===== src/rtl/ex_div.sv =====
// Iterative RV32M divider: one restoring step per cycle, 32 cycles per operation.
// Raises a combinational stall request while a divide is pending or running.
module ex_div (
  input  logic        CLK,
  input  logic        RST,
  input  logic        start_i,
  input  logic [1:0]  op_i,
  input  logic [31:0] dividend_i,
  input  logic [31:0] divisor_i,
  input  logic        annul_i,
  output logic [31:0] result_o,
  output logic        ready_o,
  output logic        stallreq_o
);

  typedef enum logic [1:0] {StIdle, StCalc, StDone} state_e;

  state_e      state_q, state_d;
  logic [4:0]  cnt_q, cnt_d;
  logic [31:0] dvsr_q, dvsr_d;
  logic [63:0] rem_q, rem_d;
  logic        sgn_quo_q, sgn_quo_d;
  logic        sgn_rem_q, sgn_rem_d;
  logic [1:0]  op_q, op_d;
  logic [31:0] result_q, result_d;

  // Operand magnitudes; op_i[0] set means unsigned (DIVU/REMU).
  logic        a_neg, b_neg;
  logic [31:0] a_mag, b_mag;

  always_comb begin
    a_neg = ~op_i[0] & dividend_i[31];
    b_neg = ~op_i[0] & divisor_i[31];
    a_mag = a_neg ? (32'd0 - dividend_i) : dividend_i;
    b_mag = b_neg ? (32'd0 - divisor_i) : divisor_i;
  end

  // Restoring step: upper half holds the partial remainder, lower half shifts
  // dividend bits out and quotient bits in.
  logic [32:0] part;
  logic        fits;
  logic [31:0] diff;
  logic [63:0] rem_step;
  logic [31:0] quo_mag, rmd_mag, quo_fix, rmd_fix, final_res;

  always_comb begin
    part     = rem_q[63:31];
    fits     = part >= {1'b0, dvsr_q};
    diff     = part[31:0] - dvsr_q;
    rem_step = fits ? {diff, rem_q[30:0], 1'b1} : {rem_q[62:0], 1'b0};
    quo_mag  = rem_step[31:0];
    rmd_mag  = rem_step[63:32];
    quo_fix  = (sgn_quo_q & ~op_q[0]) ? (32'd0 - quo_mag) : quo_mag;
    rmd_fix  = (sgn_rem_q & ~op_q[0]) ? (32'd0 - rmd_mag) : rmd_mag;
    final_res = op_q[1] ? rmd_fix : quo_fix;
  end

  always_comb begin
    state_d   = state_q;
    cnt_d     = cnt_q;
    dvsr_d    = dvsr_q;
    rem_d     = rem_q;
    sgn_quo_d = sgn_quo_q;
    sgn_rem_d = sgn_rem_q;
    op_d      = op_q;
    result_d  = result_q;

    unique case (state_q)
      StIdle: begin
        if (start_i && !annul_i) begin
          if (divisor_i != 32'd0) begin
            state_d   = StCalc;
            cnt_d     = 5'd0;
            dvsr_d    = b_mag;
            rem_d     = {32'd0, a_mag};
            sgn_quo_d = dividend_i[31] ^ divisor_i[31];
            sgn_rem_d = dividend_i[31];
            op_d      = op_i;
          end else begin
            state_d  = StDone;
            result_d = op_i[1] ? dividend_i : 32'hFFFF_FFFF;
          end
        end
      end
      StCalc: begin
        rem_d = rem_step;
        cnt_d = cnt_q + 5'd1;
        if (cnt_q == 5'd31) begin
          state_d  = StDone;
          result_d = final_res;
        end
      end
      StDone: state_d = StIdle;
      default: state_d = StIdle;
    endcase

    // An annulled operation never reaches DONE, so the result must not move.
    if (annul_i) begin
      state_d  = StIdle;
      result_d = result_q;
    end
  end

  always_ff @(posedge CLK or posedge RST) begin
    if (RST) begin
      state_q   <= StIdle;
      cnt_q     <= 5'd0;
      dvsr_q    <= 32'd0;
      rem_q     <= 64'd0;
      sgn_quo_q <= 1'b0;
      sgn_rem_q <= 1'b0;
      op_q      <= 2'd0;
      result_q  <= 32'd0;
    end else begin
      state_q   <= state_d;
      cnt_q     <= cnt_d;
      dvsr_q    <= dvsr_d;
      rem_q     <= rem_d;
      sgn_quo_q <= sgn_quo_d;
      sgn_rem_q <= sgn_rem_d;
      op_q      <= op_d;
      result_q  <= result_d;
    end
  end

  assign result_o   = result_q;
  assign ready_o    = (state_q == StDone);
  assign stallreq_o = ~RST & ~annul_i &
                      (((state_q == StIdle) & start_i) | (state_q == StCalc));

endmodule


===== config.mk =====
export PLATFORM = sky130hd
export DESIGN_NAME = ex_div
export DESIGN_NICKNAME = d
export VERILOG_FILES = /design/src/rtl/ex_div.sv
export SDC_FILE = /design/constraint.sdc
export NUM_CORES = 1
export LEC_CHECK = 0
export BUFFER_PORTS_ARGS = -buffer_cell sky130_fd_sc_hd__buf_2
export CORE_ASPECT_RATIO = 1.5
export CORE_MARGIN = 4
export CORE_UTILIZATION = 55
export DETAILED_ROUTE_END_ITERATION = 10
export HOLD_SLACK_MARGIN = 0.08
export PLACE_DENSITY = 0.77
export SKIP_LAST_GASP = 1
export SYNTH_ARGS = -nofsm -noshare
export SYNTH_HDL_FRONTEND = slang
export SYNTH_SLANG_ARGS = --single-unit

===== constraint.sdc =====
create_clock -name CLK -period 4.6 [get_ports CLK]
set_input_delay 0.92 -clock CLK [delete_from_list [all_inputs] [get_ports CLK]]
set_output_delay 0.92 -clock CLK [all_outputs]
set_load 0.02 [all_outputs]

### Yosys cells after proc, flatten, opt, wreduce, memory -nomap -nowiden

Index checks and enable logic that the tools add are counted.

| storage, ports and cells | value |
|---|---|
| word-level logic and storage cells | 68 |
| flip-flop bits (word level) | 139 |
| output and inout bits | 34 |
| bits of input ports | 70 |

| cells by class | value |
|---|---|
| reduce and logical (&&, ||, !) cells | 9 |
| eq/ne operators | 9 |
| mux-type cells | 22 |
| order comparisons | 1 |
| bitwise logic cells | 13 |
| add/sub/neg operators | 6 |

Operators with widths:

| kind | count |
|---|---|
| 2-to-1 mux 32 bit | 9 |
| 2-to-1 mux 64 bit | 3 |
| case mux 64 bit (2 select lines) | 1 |
| subtractor 1 x 32 -> 32 bit (first input constant) | 4 |
| case mux 32 bit (2 select lines) | 1 |
| >= comparator 33 x 32 -> 1 bit | 1 |
| nonzero test 32 bit | 1 |
| subtractor 32 bit | 1 |
| 2-to-1 mux 5 bit | 2 |
| case mux 5 bit (2 select lines) | 1 |
| 2-to-1 mux 2 bit | 4 |
| != test 2 bit (second input constant) | 4 |
| AND 1 bit | 7 |
| != test 3 bit (second input constant) | 2 |
| AND reduction 3 bit | 2 |
| adder 5 x 1 -> 5 bit (second input constant) | 1 |
| equality test 5 bit (second input constant) | 1 |
| AND reduction 5 bit | 1 |
| NOT 1 bit | 4 |
| case mux 2 bit (2 select lines) | 1 |
| equality test 2 x 1 -> 1 bit (second input constant) | 1 |
| equality test 2 bit (second input constant) | 1 |
| zero test 2 bit | 1 |
| AND reduction 2 bit | 1 |
| other kinds (5) | 5 |

### Longest topological paths before layout

Gate-level depths: netlist of the first run.

| depth | value |
|---|---|
| depth in word-level cells | 7 |
| gate-level depth with buffers | 25 |
| gate-level depth less buffers | 20 |

### Least setup slack after synthesis of the first run

No wires, ideal clock.

| timing path | value |
|---|---|
| path kind | register to register |
| start point | register rem_q[37] |
| end point | register result_q[30] (netlist: result_o[30]) |
| arrival | 4719 ps |
| setup time | 135 ps |
| slack | -254 ps |
| period minus slack after synthesis | 4854 ps |
| data required time | 4465 ps |
| cell stages (with the launch flop) | 22 |
| path buffers | 5 |
| cell sequence | dfrtp_1 -> ha_1 -> clkbuf_2 -> a21oi_1 -> o21ai_1 -> a221oi_1 -> a211oi_1 -> or2_1 -> buf_4 -> buf_2 -> buf_2 -> buf_2 -> o21ai_0 -> ha_1 -> nand2_1 -> or4_4 -> nor4b_4 -> a31oi_2 -> nor4b_4 -> a31oi_1 -> xor2_1 -> o221ai_2 |

| on the way | value |
|---|---|
| longest elaborated chain between the ends | 7 |

RTL lines:

| what | RTL line | RTL |
|---|---|---|
| start: declaration | 21 | `logic [63:0] rem_q, rem_d;` |
| start signal: assignment | 118 | `rem_q <= rem_d;` |
| subtractor 32 bit / >= comparator 33 x 32 -> 1 bit (equally long branches) | 49, 48 |  |
| 2-to-1 mux 64 bit (*) | 50 | `rem_step = fits ? {diff, rem_q[30:0], 1'b1} : {rem_q[62:0], 1'b0};` |
| subtractor 1 x 32 -> 32 bit, on equally long branches | 54, 53 |  |
| 2-to-1 mux 32 bit, on equally long branches | 54, 53 |  |
| 2-to-1 mux 32 bit (*) | 55 | `final_res = op_q[1] ? rmd_fix : quo_fix;` |
| 2-to-1 mux 32 bit (*) | 88 | `if (cnt_q == 5'd31) begin` |
| case mux 32 bit (2 select lines) (*) | 68 | `unique case (state_q)` |
| end signal: assignment | 122 | `result_q <= result_d;` |
| end: declaration | 25 | `logic [31:0] result_q, result_d;` |

Mark *: on every way between the ends. The rest lies on a longest branch, timed or not. The select of a mux whose other input is x is not followed.
A chain may end at the register's enable or synchronous reset.

### Worst setup path after layout of the first run

| timing path | value |
|---|---|
| start point | register rem_q[58] |
| end point | register result_q[30] (netlist: result_o[30]) |

The elaborated chain is that of the path after synthesis.

==> out/qor.csv, run 1 <==
metric;value;unit
crit path max fanout;6;
core area;20400;sq um
placed instance count;1834;
hpwl dp;26.4;mm
Net Count, Synth;1598;
register area;3480;sq um
via count;11532;
Routed Antenna Nets;0;
fmax;0.226;GHz
Yosys warning total;0;
CP required;4.91;ns
Antenna Cells;0;
Synth cell types;78;
IO Port Bufs;103;
status;finished, final reports clean;
leading cell types in the layout, fill and taps excluded;nand2_1, o21ai_0, dfrtp_1;
first-pass GRT wire length;56.0;mm
die area;23200;sq um
Seq/Total Area, Yosys;30.5;%
fin util;65.6;%
CTS root buf;clkbuf_16;
Peak supply drop;0.374;mV
max-cap violations;0;
DRC Markers;0;
Worst-Margin Slew;1.20;ns
CTS tree;done;
Fillers;1796;
Final Instance Count excl. Fillers;1871;
Routed WL per cell;18.7;microns
nets;1706;
vias in the first global route;11123;
Final Hold Vio Count;0;
leak pwr;5.76;nW
worst hold path type;register to register;
Sink Count;139;
Global Route Usage Sum;29.8;%
GR Overflow Total;0;
worst endpoint data arrival time;4.73;ns
layout cells sized above 1;17.9;%
PD cells;603;nW/um^2
starting density of the core;55.9;%
Cell Area, Synth;11400;sq um
Max Slew Vio Count;0;
Post-synth ARST share;100;%
multi-input logic area;7670;sq um
# rows;64;
die width;126;microns
period utilisation layout;96.1;%
post-route minimum period;4.42;ns
Setup crit start kind;register;
global placer's final weighted congestion;0.986;
drt pass-1 iters;6;
via/cell ratio;6.16;
FF+latch count, synth;139;
Main synth FF type;dfrtp_1;
max_slew headroom;19.9;%
htree depth;4;
Initial DRC Count;1101;
Layout area overhead;17.4;%
clk_skew;0.00893;ns
clk_lat worst skew;0.44;ns
CTS Buf Count;17;
Reg clk slew, reported paths;0.06;ns
I/O pins;104;
Max Root-Sink Buffers;2;
initial antenna violation count;0;
Critical Setup Path Class;register to register;
Post-synth EDFFs;0;
Die Height;184;microns
critical path capture point type;register;
final WL;35.0;mm
Setup Viol. Count Final;0;
largest net degree at the start of global routing;63;
Syn Inst Count;1489;
Mapped Avg Cell Area;7.66;sq um
## final timing paths
kind / slack [ns] / startpoint / end / depth (start not counted)
worst max-delay path: 0.18 / rem_q[58] / result_o[30] / 17
worst min-delay path: 0.49 / result_o[15] / result_o[15] / 2
worst max register to register: 0.18 / rem_q[58] / result_o[30] / 17
worst min register to register: 0.49 / result_o[15] / result_o[15] / 2
max in group asynchronous: 2.91 / RST / dvsr_q[4] / 3
min in group asynchronous: 0.72 / RST / state_q[0] / 2
## Yosys cell counts, types with 16 or more instances
| master | number | area share (%) |
|---|---|---|
| nand3_1 | 17 | 0.75 |
| xnor2_1 | 76 | 5.8 |
| buf_2 | 23 | 1.0 |
| nand2_1 | 177 | 5.8 |
| dfrtp_1 | 139 | 30 |
| a21oi_1 | 138 | 6.1 |
| nand2b_1 | 16 | 0.88 |
| o21ai_0 | 178 | 7.8 |
| mux2i_1 | 26 | 2.3 |
| nor3_1 | 45 | 2.0 |
| nor4_1 | 16 | 0.88 |
| nor2_1 | 131 | 4.3 |
| or3_1 | 29 | 1.6 |
| clkbuf_1 | 64 | 2.1 |
| xor2_1 | 57 | 4.4 |
| inv_1 | 60 | 2.0 |
| a31oi_1 | 19 | 1.0 |
| ha_1 | 38 | 4.2 |
## cell families after synthesis
kind of cell / after synthesis / share of synthesized area (%)
XOR/XNOR: 133 / 10.2
adder cells (fa/ha/maj): 39 / 4.34
AO/OA/AOI/OAI: 480 / 25.2
AND/OR/NAND/NOR: 512 / 21.5
buffers and inverters: 155 / 5.50
multiplexers: 31 / 2.77
flip-flops: 139 / 30.5
## critical path, stage by stage (launching register included)
cell	delay, ns
dfrtp_1	0.42
ha_1	0.32
buf_4	0.15
nand4_1	0.15
or2_2	0.36
o211ai_1	0.20
buf_4	0.15
or2_4	0.15
mux2i_2	0.24
ha_2	0.22
nand2_1	0.07
or4_4	0.47
nor4b_4	0.34
a31oi_4	0.17
nor4b_4	0.41
a31oi_1	0.15
xor2_1	0.20
o221ai_2	0.10
## cell type report
cell class,count,area share (%)
Timing Repair Buffer,182,8.70
Clock inverter,8,0.364
Multi-Input combinational cell,1195,57.3
Tap cell,264,2.46
Inverter,62,1.76
Clock buffer,21,3.44
Sequential cell,139,26.0
## per-layer routing
| layer | GRT usage [%] | part of all wire (%) | vias up |
|---|---|---|---|
| met1 | 36.2 | 40 | 5445 |
| met3 | 3.77 | 5.3 | 109 |
| met5 | 0 | 0 | - |
| met4 | 15.4 | 4.6 | 0 |
| met2 | 51.9 | 50 | 454 |
| li1 | - | - | 5524 |
## sequential cells by signal, summed over array words and instances, names as in the netlist
name and flops:
sgn_rem_q 1, cnt_q 5, op_q 2, state_q 2, sgn_quo_q 1, rem_q 64, result_o 32, dvsr_q 32
## stage by stage
step / setup TNS (ns) / hold slack [ns] / total power [mW] / worst slack [ns] / cell area [sq um]
2_1_floorplan: -0.0256 / 0.464 / 5.06 / -0.0256 / 11400
3_3_place_gp: 0 / 0.461 / 6.34 / 0.00468 / 12500
3_5_place_dp: -0.0707 / 0.468 / 6.41 / -0.0422 / 12500
4_1_cts: 0 / 0.481 / 7.70 / 0.0276 / 13000
5_1_grt: -0.0677 / 0.511 / 8.65 / -0.0469 / 13400
6_report: 0 / 0.486 / 8.08 / 0.179 / 13400
## timing repair
item | CTS | global route
gates resized for setup | 1 | 57
setup buffers | 1 | 8
hold buffers | 0 | 0
setup endpoints to repair | 3 | 12
pin swaps | 1 | 15
## report_power, final
group          internal, mW  total [mW]  switching [mW]
registers              1.47        1.78           0.306
logic                  2.08        5.06            2.98
clock network         0.702        1.24           0.539
(Power assumes the default switching activity.)
==> inputs of run 2 (changes only) <==
Settings changed: CORE_UTILIZATION 55 to 66, PLACE_DENSITY 0.77 to 0.86.
Clock period 4.6 ns to 5.1 ns, I/O delays scaled along.
==> out/qor.csv, run 2 (synthesis results as in run 1) <==
metric;value;unit
met1 usage;42.2;%
Worst-Margin Slew;1.30;ns
htree depth;4;
CP required;5.40;ns
die area;19500;sq um
setup tns final;0;ns
I/O pins;104;
Max Slew Vio Count;0;
Sink Count;139;
IO Port Bufs;103;
Setup crit start kind;register;
Max Root-Sink Buffers;2;
starting density of the core;67.5;%
R2R Path End;result_o[30];
cell count along the critical path;16;
core area;16900;sq um
final WL;33.3;mm
crit-path cells;ha_1 > a21oi_2 > o21ai_1 > a221oi_1 > a211oi_1 > or2_2 > o21ai_0 > ha_1 > nand2_1 > or4_4 > nor4b_4 > a31oi_2 > nor4b_4 > a31oi_1 > xor2_1 > o221ai_2;
initial antenna violation count;0;
WP buf/inv;0;
clk_skew;0.00926;ns
period utilisation layout;95.6;%
critical path capture point;result_o[30];
met2 Use GR;58.5;%
Design Area, Final;12700;sq um
Peak supply drop;0.367;mV
family with the most delay on the worst path;simple AND/OR/NAND/NOR gates;
Antenna Cells;0;
Largest stage delay, worst path;0.54;ns
CP max stage cell;or4_4;
via count;11466;
layout cells sized above 1;12.8;%
# rows;58;
Worst Slack Setup Final;0.225;ns
nets;1655;
final hold slack;0.474;ns
fmax;0.205;GHz
Fillers;1353;
PD cells;545;nW/um^2
register with the most flip-flops;rem_q;
critical path capture point type;register;
Die Height;169;microns
most common cell after layout, fill and taps aside;o21ai_0;
Global Route Usage Sum;34.2;%
CTS tree;done;
M3 GR Usage;4.51;%
GR peak layer;met2;
Critical Setup Path Class;register to register;
DRC Markers;0;
vias in the first global route;11027;
DP Worst Slack;0.262;ns
overall power;6.93;mW
CTS Buf Count;17;
cells on worst reg2reg path;16;
Reg2Reg Launch Point;rem_q[37];
max_slew headroom;13.4;%
buffer count from post-CTS setup fixing;0;
Net Sw Power;3.27;mW
worst endpoint data arrival time;5.18;ns
Initial DRC Count;1098;
Cell Int Power;3.66;mW
worst hold path type;register to register;
CTS root buf;clkbuf_16;
global placer's final weighted congestion;0.948;
Critical path origin;rem_q[37];
Layout area overhead;11.4;%
post-route minimum period;4.88;ns
max-cap violations;0;
GR Overflow Total;0;
Comb power frac;57.8;%
leading cell types in the layout, fill and taps excluded;o21ai_0, nand2_1, dfrtp_1;
clk_lat worst skew;0.43;ns
via/cell ratio;6.48;
Post-DP Area;12100;sq um
switching share of power;47.2;%
clock share of power;19.2;%
leak pwr;5.56;nW
drt pass-1 iters;5;
largest net degree at the start of global routing;67;
Reg clk slew, reported paths;0.06;ns
status;finished, final reports clean;
hpwl dp;24.6;mm
Setup Viol. Count Final;0;
first-pass GRT wire length;53.9;mm
Routed Antenna Nets;0;
die width;115;microns
Largest register FFs;64;
sequential power share;23.0;%
Routed WL per cell;18.8;microns
FF-to-FF setup slack;0.22;ns
crit path max fanout;7;
Final Hold Vio Count;0;
run 2: cell types whose count changed in the layout (fill, tap and decap cells not counted), moves of 3 or more:
cell	delta
buf_4	-47
ha_1	+20
ha_4	-16
clkinv_2	-4
dfrtp_1	+4
dfrtp_2	-4
ha_2	-4
nor2_1	+4
nor2_2	-4
a21oi_1	+3
bufinv_16	+3
clkbuf_8	+3
run 2: worst min-delay path by stage:
stage            startpoint  depth (start not counted)  slack (ns)           end
3_3_place_gp    result_o[2]                          2        0.46   result_o[2]
6_report        result_o[2]                          2        0.47   result_o[2]
3_5_place_dp    result_o[2]                          2        0.47   result_o[2]
5_1_grt        result_o[12]                          2        0.51  result_o[12]
4_1_cts         result_o[2]                          2        0.48   result_o[2]
2_1_floorplan     rem_q[63]                          2        0.46     rem_q[63]
run 2: repair_timing:
| item | CTS | global route |
|---|---|---|
| endpoints found under the setup margin | 0 | 5 |
| hold buffers | 0 | 0 |
| resized for setup | 0 | 4 |
run 2: worst min-delay path, cell delays in order, from the launching register on:
cell and delay [ns]:
dfrtp_1 0.34, nand2_1 0.04, o21ai_0 0.06
run 2: layout make-up:
cell class | count | area [sq um] | share of cell area [%]
clock buffer | 23 | 498 | 3.92
clock inverter | 9 | 135 | 1.06
inverter | 62 | 238 | 1.87
multi-input combinational | 1195 | 7350 | 57.8
sequential | 139 | 3480 | 27.4
tap | 210 | 263 | 2.07
timing repair buffer | 131 | 751 | 5.91
run 2: per-layer routing:
layer | vias up | share of wire [%]
met4 | 0 | 4.6
met2 | 572 | 50
met5 | - | 0
li1 | 5426 | -
met1 | 5353 | 39
met3 | 115 | 6.9
run 2: power by group through the flow:
stage,clock (mW),sequential [mW],combinational [mW]
2_1_floorplan,0,1.51,3.04
3_3_place_gp,0,1.58,3.81
3_5_place_dp,0,1.60,3.86
4_1_cts,1.33,1.58,3.91
5_1_grt,1.38,1.62,4.39
6_report,1.33,1.59,4.00
run 2: metrics by stage:
stage	std cells	util, %
2_1_floorplan	1489	-
3_3_place_gp	1737	71.3
3_5_place_dp	1737	71.3
4_1_cts	1769	75.1
5_1_grt	1769	75.2
6_report	1769	75.2
==> inputs of run 3 (changes only) <==
Settings changed: ABC_AREA set to 1, CORE_UTILIZATION 66 to 67, PLACE_DENSITY 0.86 to 0.87.
==> out/qor.csv, run 3 <==
metric;value;unit
Seq/Total Area, Yosys;27.4;%
fmax;0.233;GHz
global placer's final weighted congestion;1.05;
nets;2293;
Net Count, Synth;2217;
buffer count from post-CTS setup fixing;0;
Post-synth ARST share;100;%
# rows;61;
register with the most flip-flops;rem_q;
largest cells by area after synthesis;dfrtp_1, nand2_1, inv_1;
first-pass GRT wire length;73.4;mm
setup tns final;0;ns
Layout area overhead;10.5;%
clk_skew;0.0121;ns
Peak supply drop;0.330;mV
worst hold path type;register to register;
FF+latch count, synth;139;
Syn Inst Count;2108;
CTS Hold Bufs;0;
Critical path origin;dvsr_q[10];
largest net degree at the start of global routing;62;
Routed WL per cell;19.2;microns
Setup crit start kind;register;
Mapped Avg Cell Area;6.03;sq um
Global Route Usage Sum;44.5;%
clk_lat worst skew;0.44;ns
Reg clk slew, reported paths;0.07;ns
drt pass-1 iters;6;
Worst Slack Setup Final;0.813;ns
Fillers;1620;
Yosys warning total;0;
vias in the first global route;14244;
Cell Area, Synth;12700;sq um
Yosys top cell area share;27.4;%
CTS tree;done;
Max Root-Sink Buffers;2;
via/cell ratio;6.07;
Final Hold Vio Count;0;
final WL;47.1;mm
IO Port Bufs;103;
DRC Markers;0;
Synth cell types;49;
layout cells sized above 1;10.4;%
period utilisation layout;84.0;%
starting density of the core;68.2;%
Worst-Margin Slew;0.753;ns
htree depth;4;
Critical Setup Path Class;register to register;
Routed Antenna Nets;0;
PD cells;713;nW/um^2
Main synth FF type;dfrtp_1;
GR Overflow Total;0;
Reg2Reg Launch Point;dvsr_q[10];
Post-synth EDFFs;0;
max-cap violations;0;
Initial DRC Count;1927;
synth cell count leaders;nand2_1, inv_1, nor2_1;
post-cts sizing count;0;
worst endpoint data arrival time;4.66;ns
Die Height;177;microns
leading cell types in the layout, fill and taps excluded;nand2_1, inv_1, nor2_1;
post-route minimum period;4.29;ns
hpwl dp;36.0;mm
Max Slew Vio Count;0;
Sink Count;139;
CTS root buf;clkbuf_16;
Hold Startpoint;result_o[29];
cell accounting for the most synthesized area;dfrtp_1;
core area;18600;sq um
die width;120;microns
Largest register FFs;64;
DP Worst Slack;1.07;ns
CTS Buf Count;17;
crit path max fanout;41;
leak pwr;7.49;nW
status;finished, final reports clean;
I/O pins;104;
most common cell after layout, fill and taps aside;nand2_1;
max_slew headroom;49.7;%
overall power;10.0;mW
RSZ-0062 raised after global routing;no;
CP required;5.48;ns
critical path capture point type;register;
via count;14885;
top-count cell post-synth;nand2_1;
Setup Viol. Count Final;0;
die area;21300;sq um
initial antenna violation count;3;
[run 3: cell count changes after synthesis, moves of 17 or more]
| cell | before | now |
|---|---|---|
| nor2_1 | 131 | 201 |
| a21oi_1 | 138 | 91 |
| xnor2_1 | 76 | 14 |
| xor2_1 | 57 | 38 |
| mux2i_1 | 26 | 1 |
| nand2_2 | 0 | 25 |
| inv_1 | 60 | 304 |
| clkbuf_1 | 64 | 47 |
| or3_1 | 29 | 2 |
| nand2_1 | 177 | 682 |
| nand3_1 | 17 | 160 |
[run 3: routing by layer]
layer / routed length (microns) / share of wire (%) / track usage (%)
met1: 15300 / 33 / 46.9
met2: 22200 / 47 / 74.3
met3: 3950 / 8.4 / 7.07
met4: 5590 / 12 / 42.4
met5: 0 / 0 / 0
[run 3: layout make-up]
class                   count  area (sq um)  area share, %
diodes                      3          7.51         0.0535
multi-input cells        1587          7720           55.0
repair buffers            124           673           4.80
clock inverters            14           229           1.63
inverters                 315          1190           8.46
well taps                 252           315           2.25
flip-flops and latches    139          3480           24.8
clock buffers              18           429           3.06
[run 3: worst paths after layout]
kind	end	slack, ns	cells past startpoint
max in group asynchronous	result_o[27]	3.39	3
setup reg to reg	result_o[4]	0.81	22
hold / removal	result_o[29]	0.48	2
min in group asynchronous	state_q[1]	0.65	2
hold reg to reg	result_o[29]	0.48	2
setup / recovery	result_o[4]	0.81	22
[run 3: per-stage QoR]
| stage | hold WS [ns] | cells | util [%] | area (sq um) |
|---|---|---|---|---|
| after floorplan | 0.452 | 2108 | - | 12700 |
| after global placement | 0.459 | 2417 | 71.8 | 13400 |
| after detailed placement | 0.462 | 2417 | 71.8 | 13400 |
| after CTS | 0.480 | 2449 | 75.3 | 14000 |
| after global routing | 0.497 | 2452 | 75.4 | 14000 |
| final | 0.479 | 2452 | 75.4 | 14000 |
[run 3: worst max-delay path: stages, from the launching register on]
cell	delay [ns]
dfrtp_1	0.33
inv_1	0.12
ha_1	0.41
nand2_1	0.11
nor2_1	0.26
nand2_1	0.13
nor2_2	0.13
nand2_1	0.08
nand2_2	0.08
nor2_4	0.05
nand2_8	0.14
buf_4	0.44
nand2_1	0.13
o21ai_2	0.15
inv_1	0.16
ha_1	0.26
nand3_1	0.21
inv_1	0.06
o21ai_0	0.26
nand3_1	0.16
o311ai_0	0.14
nand2_1	0.29
nand2_1	0.11
[run 3: kinds of logic after synthesis]
logic type	count (synthesis)	synth area share [%]
multiplexers	1	0.0788
buffers and inverters	382	11.9
XOR/XNOR	52	3.59
adder cells (fa/ha/maj)	39	3.90
AO/OA/AOI/OAI	334	14.5
flip-flops	139	27.4
AND/OR/NAND/NOR	1161	38.6
[run 3: where the power goes]
part | switching, mW | internal, mW
Sequential | 0.343 | 1.51
Combinational | 4.80 | 1.91
Clock | 0.558 | 0.881
Total | 5.70 | 4.30
